--- src/rtl/spi_master_mcs.sv ---
// SPI master with configurable frame width, chip-select count, CPOL/CPHA,
// bit order and burst frames that keep chip-select asserted between words.
// Every phase (setup, each sclk half, hold) lasts dvsr+1 clk cycles.
module spi_master_mcs #(
    parameter int DW     = 8,
    parameter int NCS    = 4,
    parameter int DVSR_W = 16,
    localparam int CSW   = (NCS > 1) ? $clog2(NCS) : 1
) (
    input  logic              clk,
    input  logic              rst,
    input  logic              start,
    input  logic [CSW-1:0]    cs_sel,
    input  logic              cpol,
    input  logic              cpha,
    input  logic              lsb_first,
    input  logic              hold_cs,
    input  logic              cs_release,
    input  logic [DVSR_W-1:0] dvsr,
    input  logic [DW-1:0]     din,
    input  logic              miso,
    output logic              ready,
    output logic              done,
    output logic [DW-1:0]     dout,
    output logic              sclk,
    output logic              mosi,
    output logic [NCS-1:0]    ss_n
);
    localparam int BW = $clog2(DW);

    typedef enum logic [2:0] {IDLE, SETUP, H0, H1, HOLD, BURST} state_t;

    state_t            state, state_nx;
    logic [DVSR_W-1:0] cnt, dvsr_r;
    logic [BW-1:0]     bit_cnt;
    logic              cpol_r, cpha_r, lsb_r, hold_r;
    logic [DW-1:0]     tx_q, rx_q;
    logic              tick, cs_ok, last_bit;
    logic              accept_idle, accept_burst, accept, release_cs;
    logic              frame_end, sample, shift_out;
    logic              cpol_nx, cpha_nx;

    // Next-state decode plus the per-cycle strobes that drive the datapath
    always_comb begin
        state_nx     = state;
        ready        = 1'b0;
        accept_idle  = 1'b0;
        accept_burst = 1'b0;
        release_cs   = 1'b0;
        tick         = (cnt == dvsr_r);
        cs_ok        = (int'(cs_sel) < NCS);
        last_bit     = (bit_cnt == BW'(DW - 1));
        case (state)
            IDLE: begin
                ready = 1'b1;
                if (start && cs_ok) begin
                    accept_idle = 1'b1;
                    state_nx    = SETUP;
                end
            end
            SETUP: if (tick) state_nx = H0;
            H0:    if (tick) state_nx = H1;
            H1:    if (tick) state_nx = last_bit ? HOLD : H0;
            HOLD:  if (tick) state_nx = hold_r ? BURST : IDLE;
            BURST: begin
                ready = 1'b1;
                // a start in the same cycle as a release keeps the slave selected
                if (start) begin
                    accept_burst = 1'b1;
                    state_nx     = H0;
                end else if (cs_release) begin
                    release_cs = 1'b1;
                    state_nx   = IDLE;
                end
            end
            default: state_nx = IDLE;
        endcase
        accept    = accept_idle || accept_burst;
        frame_end = (state == HOLD) && tick;
        // cpha=0 samples on the leading edge (end of H0) and shifts on the trailing
        // edge; cpha=1 is the other way round. No shift after the final bit.
        sample    = tick && (((state == H0) && !cpha_r) || ((state == H1) && cpha_r));
        shift_out = tick && (((state == H0) && cpha_r) ||
                             ((state == H1) && !cpha_r && !last_bit));
        // burst frames keep the polarity/phase of the frame that opened the burst
        cpol_nx   = accept_idle ? cpol : cpol_r;
        cpha_nx   = accept_idle ? cpha : cpha_r;
    end

    // State register with the phase counter and bit counter
    always_ff @(posedge clk or negedge rst) begin
        if (!rst) begin
            state   <= IDLE;
            cnt     <= '0;
            bit_cnt <= '0;
        end else begin
            state <= state_nx;
            if (state_nx != state || state == IDLE || state == BURST)
                cnt <= '0;
            else
                cnt <= cnt + DVSR_W'(1);
            if (accept)
                bit_cnt <= '0;
            else if (state == H1 && tick)
                bit_cnt <= bit_cnt + BW'(1);
        end
    end

    // Frame configuration captured at accept
    always_ff @(posedge clk or negedge rst) begin
        if (!rst) begin
            cpol_r <= 1'b0;
            cpha_r <= 1'b0;
            lsb_r  <= 1'b0;
            hold_r <= 1'b0;
            dvsr_r <= '0;
        end else begin
            if (accept_idle) begin
                cpol_r <= cpol;
                cpha_r <= cpha;
                dvsr_r <= dvsr;
            end
            if (accept) begin
                lsb_r  <= lsb_first;
                hold_r <= hold_cs;
            end
        end
    end

    // Transmit and receive shift registers
    always_ff @(posedge clk or negedge rst) begin
        if (!rst) begin
            tx_q <= '0;
            rx_q <= '0;
        end else begin
            if (accept) begin
                rx_q <= '0;
                // with cpha=0 the first bit goes out immediately, so preshift
                if (!cpha_nx)
                    tx_q <= lsb_first ? (din >> 1) : (din << 1);
                else
                    tx_q <= din;
            end else if (shift_out) begin
                tx_q <= lsb_r ? (tx_q >> 1) : (tx_q << 1);
            end
            if (sample)
                rx_q <= lsb_r ? {miso, rx_q[DW-1:1]} : {rx_q[DW-2:0], miso};
        end
    end

    // Registered SPI pins and the completion handshake
    always_ff @(posedge clk or negedge rst) begin
        if (!rst) begin
            sclk <= 1'b0;
            mosi <= 1'b0;
            ss_n <= '1;
            done <= 1'b0;
            dout <= '0;
        end else begin
            sclk <= (state_nx == H1) ? ~cpol_nx : cpol_nx;
            done <= frame_end;
            if (frame_end)
                dout <= rx_q;
            if (accept_idle)
                ss_n <= ~(NCS'(1) << cs_sel);
            else if ((frame_end && !hold_r) || release_cs)
                ss_n <= '1;
            if (accept) begin
                if (!cpha_nx)
                    mosi <= lsb_first ? din[0] : din[DW-1];
            end else if (shift_out) begin
                mosi <= lsb_r ? tx_q[0] : tx_q[DW-1];
            end
        end
    end

endmodule

--- config.mk ---
export PLATFORM = sky130hd
export DESIGN_NAME = spi_master_mcs
export DESIGN_NICKNAME = d
export VERILOG_FILES = /design/src/rtl/spi_master_mcs.sv
export SDC_FILE = /design/constraint.sdc
export NUM_CORES = 1
export LEC_CHECK = 0
export CAP_MARGIN = 5
export CORE_ASPECT_RATIO = 1.75
export CORE_UTILIZATION = 45
export CTS_CLUSTER_DIAMETER = 120
export DETAILED_ROUTE_END_ITERATION = 6
export GPL_TIMING_DRIVEN = 1
export HOLD_SLACK_MARGIN = 0.08
export PLACE_DENSITY = 0.78
export SKIP_CTS_REPAIR_TIMING = 1
export SLEW_MARGIN = 20
export SYNTH_ARGS = -nofsm -noshare
export SYNTH_HDL_FRONTEND = slang
export SYNTH_SLANG_ARGS = --single-unit
--- constraint.sdc ---
create_clock -name clk -period 3 [get_ports clk]
set_clock_uncertainty 0.15 [all_clocks]
set_input_delay 0.6 -clock clk [delete_from_list [all_inputs] [get_ports clk]]
set_output_delay 0.6 -clock clk [all_outputs]
set_load 0.01 [all_outputs]
==> results of run 1 <==
-- worst min path at each step --
stage	endpoint	start	depth (start not counted)	slack, ns
after global routing	dvsr_r[9]	rst	1	0.15
after floorplan	bit_cnt[0]	rst	0	0.15
after CTS	dvsr_r[11]	rst	1	0.12
final	dvsr_r[9]	rst	1	0.11
after global placement	bit_cnt[0]	bit_cnt[0]	1	0.32
after detailed placement	bit_cnt[0]	bit_cnt[0]	1	0.34
-- registers in the layout, summed over array words and instances, names as in the netlist --
signal,count
cpha_r,1
sclk,1
hold_r,1
done,1
tx_q,8
cpol_r,1
lsb_r,1
dout,8
mosi,1
rx_q,8
cnt,16
ss_n,4
state,3
bit_cnt,3
dvsr_r,16
-- report_power, final --
part | switching [uW] | internal [uW]
registers | 211 | 1210
logic | 305 | 410
clock network | 397 | 773
total | 913 | 2390
-- synthesized netlist by cell type, drive strengths merged, types with 2 or more instances --
library cell / number
a31oi: 4
mux2i: 30
nor2b: 4
dfrtp: 69
and4: 3
nor2: 35
dfstp: 4
nor3: 3
xor2: 23
a221o: 5
mux2: 31
o211ai: 2
nand3: 9
ha: 3
a2bb2oi: 2
o21a: 2
nor4: 4
and3: 6
o21ai: 5
nand4: 6
nand2: 30
a22oi: 2
and2: 2
buf: 11
xnor2: 11
inv: 10
a21oi: 4
a211oi: 7
clkbuf: 5
-- final cells by class --
| cell class | count | share of cell area |
|---|---|---|
| Sequential cell | 73 | 0.3894 |
| Multi-Input combinational cell | 239 | 0.3902 |
| Clock inverter | 4 | 0.01596 |
| Inverter | 10 | 0.007979 |
| Clock buffer | 12 | 0.05452 |
| Timing Repair Buffer | 56 | 0.1176 |
| Tap cell | 92 | 0.02447 |
-- stage by stage --
step	std cells	total power, uW	hold WS [ns]
floorplan	338	1887	0.1544
global placement	470	2119	0.3237
detailed placement	470	2151	0.3362
CTS	486	3334	0.1229
global route	486	3467	0.1479
finish	486	3302	0.1120
-- logic make-up after synthesis --
kind of cell | Yosys count | synth area share
xor gates and xnor gates | 34 | 0.07844
buffers and inverters | 26 | 0.03394
AOI/OAI and AO/OA | 36 | 0.07218
muxes | 61 | 0.1790
DFF | 73 | 0.4825
and+or+nand+nor | 105 | 0.1440
adders and majority gates | 3 | 0.009889
-- per-layer routing --
layer  vias up  routed length [um]  track usage
li1       1288                   -            -
met2        66                4318       0.3607
met5         -                   0            0
met1      1375                2996       0.2155
met4         0                 165      0.09625
met3        13                 309      0.04890
==> results.yml, run 1 <==
clock_tree:
  cts_made_buffers: 9
  htreeDepth: 3
  clock-sinks: 73
  cts_tree: "done"
  cts_root_buffer: "clkbuf_16"
  clk_latency_ns: 0.34
  clockBufferDepth: 2
  clk_pin_slew_ns: 0.06
cells_and_area:
  multi_input_area_sq_mm: 0.001836
  drive_above_1_share: 0.1701
  final_core_util: 0.5697
  register_area_sq_mm: 0.001832
  final_cell_mix: "dfrtp_1, clkdlybuf4s50_1, nor2_1, nand2_1, mux2i_1"
  syn_to_final_growth_pct: 23.93
  stdcell_area_sq_mm: 0.004705
  fill_cells: 699
  final_common_cell: "dfrtp_1"
  diodes: 0
  final_nets: 427
drt:
  first_pass_iters: 6
  drcViolationCount: 0
  wl_per_cell_um: 16.03
  wirelength_mm: 7.790
  routed-via-count: 2742
  antenna_left: 0
  vias_per_cell: 5.642
  drt_iter0_drc: 163
setup_path:
  crit_end: "ready"
  worst-path-max-fanout: 14
  crit_arrival_ns: 1.99
  rrSetupSlack_ns: 0.61
  setup.worst_path.class: "flop to output port"
  path_depth: 3
  crit_family: "flip-flops"
  cpMaxStageDelayCell: "dfrtp_1"
  cp.buffers_inverters: 1
  r2r.worst_path.cells: 5
  crit_start: "state[0]"
  reg2reg_from: "cnt[14]"
  cp_data_required_time_ns: 2.25
  worst_path_largest_cell_delay_ns: 0.65
  endpoint_kind: "output port"
  path_cells: "xor2_1 > nor2_1 > clkdlybuf4s50_1"
  start_kind: "flop"
  rr_endpoint: "rx_q[5]"
placement:
  dp_hpwl_mm: 5.663
  gp_congestion: 0.7902
  dpl_worst_slack_ns: 0.3975
  placed_cell_area_sq_mm: 0.004373
  io_buffers: 50
global_route:
  grt-ovfl-total: 0
  grt_max_degree: 49
  antenna_found_initial: 0
  grtUsageTotal: 0.1998
  grt_first_pass_wirelength_mm: 13.32
  grt_pass1_vias: 2853
sta:
  slew_headroom: 0.4737
  rsz0062_at_grt: "no"
  report.final.slew_viol_count: 0
  final.period_utilization: 0.9143
  max_freq_ghz: 0.3646
  hold_viol: 0
  worst_slew_pin_slew_ns: 0.7894
  period_minus_slack_ns: 2.743
  timing.final.ws_setup_ns: 0.2570
  setup_tns_ns: 0
  finalSetupViolCount: 0
worst_hold_path:
  min_path_type: "primary input to async pin"
yosys:
  ys_seq_area_frac: 0.4825
  synth_fp_nets: 376
  synth_edf_count: 0
  syn-mean-instance-area_sq_um: 11.23
  ys.warnings.count: 0
  async_flop_share: 1.000
  synth_seq_cells: 73
  synth_top_cell_area_share: 0.4548
  synth_cells: 338
  yosysUniqueCellTypes: 46
  ys_top_cells_by_area: "dfrtp_1, mux2i_1, mux2_2"
  synthFlopType: "dfrtp_1"
  syn_area_sq_mm: 0.003796
  synth_top_cell_by_area: "dfrtp_1"
floorplanning:
  io-pin-count: 51
  rows: 44
  dieHeight_um: 123.5
  core_sq_mm: 0.008258
  fp.dieW_um: 71.43
  die-area_sq_mm: 0.008822
  start_util: 0.4597
power_and_ir_drop:
  power_per_cell_area_mw_per_mm2: 702.0
  power.leakage_uw: 0.002046
  irDropWorstVdd_mv: 0.4346
run_status:
  status: "finished, final reports clean"
job:
  cap_violations: 0
No activity file was read; power rests on OpenSTA's default activity.
==> run 2: changes to the inputs <==
--- a/config.mk
+++ b/config.mk
@@ -7,11 +7,13 @@
 export LEC_CHECK = 0
 export CAP_MARGIN = 5
 export CORE_ASPECT_RATIO = 1.75
+export CORE_MARGIN = 2
 export CORE_UTILIZATION = 45
 export CTS_CLUSTER_DIAMETER = 120
 export DETAILED_ROUTE_END_ITERATION = 6
 export GPL_TIMING_DRIVEN = 1
 export HOLD_SLACK_MARGIN = 0.08
+export MAX_ROUTING_LAYER = met4
 export PLACE_DENSITY = 0.78
 export SKIP_CTS_REPAIR_TIMING = 1
 export SLEW_MARGIN = 20
==> run 2 against run 1 <==
  * Worst setup slack better by 0.062 ns
  * Worst hold slack better by 0.014 ns
  * Critical path type unchanged
  * Clock-buffer cell count is 1 lower
==> results.yml, run 2 (synthesized netlist as in run 1, its figures left out) <==
floorplanning:
  die-area_sq_mm: 0.009215
  dieHeight_um: 125.5
  start_util: 0.4597
  core_sq_mm: 0.008258
  rows: 44
  io-pin-count: 51
  fp.dieW_um: 73.43
sta:
  rsz0062_at_grt: "no"
  fin_hold_ws_ns: 0.1262
  slew_headroom: 0.4768
  finalSetupViolCount: 0
  setup_tns_ns: 0
  max_freq_ghz: 0.3729
  period_minus_slack_ns: 2.681
  report.final.slew_viol_count: 0
  final.period_utilization: 0.8938
  worst_slew_pin_slew_ns: 0.7847
  hold_viol: 0
power_and_ir_drop:
  irDropWorstVdd_mv: 0.3228
  total_power_uw: 3139
  power.leakage_uw: 0.002030
  power_per_cell_area_mw_per_mm2: 674.9
drt:
  first_pass_iters: 4
  routed-via-count: 2728
  drt_iter0_drc: 102
  vias_per_cell: 5.625
  wl_per_cell_um: 16.02
  antenna_left: 0
  wirelength_mm: 7.769
  drcViolationCount: 0
placement:
  dp_hpwl_mm: 5.770
  io_buffers: 50
  gp_congestion: 0.8482
  dp.cells: 470
  placed_cell_area_sq_mm: 0.004373
setup_path:
  worst_path_largest_cell_delay_ns: 0.67
  reg2reg_from: "cnt[11]"
  cp.buffers_inverters: 1
  crit_arrival_ns: 1.93
  path_depth: 3
  path_cells: "xor2_1 > nor2_1 > clkdlybuf4s50_1"
  rr_endpoint: "rx_q[2]"
  crit_family: "flip-flops"
  start_kind: "flop"
  cp_data_required_time_ns: 2.25
  cpMaxStageDelayCell: "dfrtp_1"
  crit_start: "state[0]"
  setup.worst_path.class: "flop to output port"
  endpoint_kind: "output port"
  rrSetupSlack_ns: 0.52
  worst-path-max-fanout: 14
  crit_end: "ready"
  r2r.worst_path.cells: 5
clock_tree:
  cts_tree: "done"
  clockBufferDepth: 2
  cts_root_buffer: "clkbuf_16"
  clk_pin_slew_ns: 0.05
  cts_made_buffers: 9
  htreeDepth: 3
  clock-sinks: 73
  clk_latency_ns: 0.33
cells_and_area:
  reg.largest.list: "cnt: 16 flops, dvsr_r: 16 flops"
  final_nets: 427
  final_cell_mix: "dfrtp_1, clkdlybuf4s50_1, nor2_1, nand2_1, mux2i_1"
  finalNonFillerCells: 485
  syn_to_final_growth_pct: 22.51
  drive_above_1_share: 0.1654
  diodes: 0
  final_common_cell: "dfrtp_1"
  stdcell_area_sq_mm: 0.004651
global_route:
  grt_pass1_vias: 2908
  grt-ovfl-total: 0
  grt_first_pass_wirelength_mm: 13.37
  grtUsageTotal: 0.1910
  grt_max_degree: 49
  antenna_found_initial: 0
worst_hold_path:
  min_path_type: "primary input to async pin"
job:
  cap_violations: 0
run_status:
  status: "finished, final reports clean"
[run 2: changes by cell type in the layout (fill, tap and decap cells not counted), sizes merged]
cell,change
clkinv,+3
clkinvlp,-2
bufinv,-1
clkbuf,-1
[run 2: worst min-delay path by stage]
stage / endpoint / cells past startpoint / slack (ns)
after global placement: bit_cnt[0] / 1 / 0.32
after floorplan: bit_cnt[0] / 0 / 0.15
after CTS: cnt[8] / 1 / 0.14
final: dvsr_r[11] / 1 / 0.13
after global routing: cnt[10] / 1 / 0.17
after detailed placement: dout[7] / 1 / 0.35
[run 2: power by group]
part / total [uW] / switching (uW) / internal (uW)
Clock: 1010 / 373 / 634
Combinational: 714 / 304 / 411
Sequential: 1420 / 211 / 1210
[run 2: layout make-up]
class | instances | area [sq um]
clock buffers | 11 | 232.7
clock inverters | 4 | 45.04
fillers | 712 | 3607
inverters | 10 | 37.54
multi-input cells | 239 | 1836
flip-flops and latches | 73 | 1832
well taps | 92 | 115.1
repair buffers | 56 | 553.0
[run 2: metrics by stage]
stage | util | setup slack [ns]
4_1_cts | 0.5632 | 0.3004
6_report | 0.5632 | 0.3185
5_1_grt | 0.5632 | 0.1916
3_5_place_dp | 0.5295 | 0.4100
2_1_floorplan | - | 0.9062
3_3_place_gp | 0.5295 | 0.4671
[run 2: routing by layer]
layer | global-route usage | share of wire | vias to the layer above
li1 | - | - | 1285
met1 | 0.2025 | 0.39 | 1354
met2 | 0.3270 | 0.55 | 65
met3 | 0.03868 | 0.033 | 24
met4 | 0.09519 | 0.034 | 0
met5 | - | 0 | -
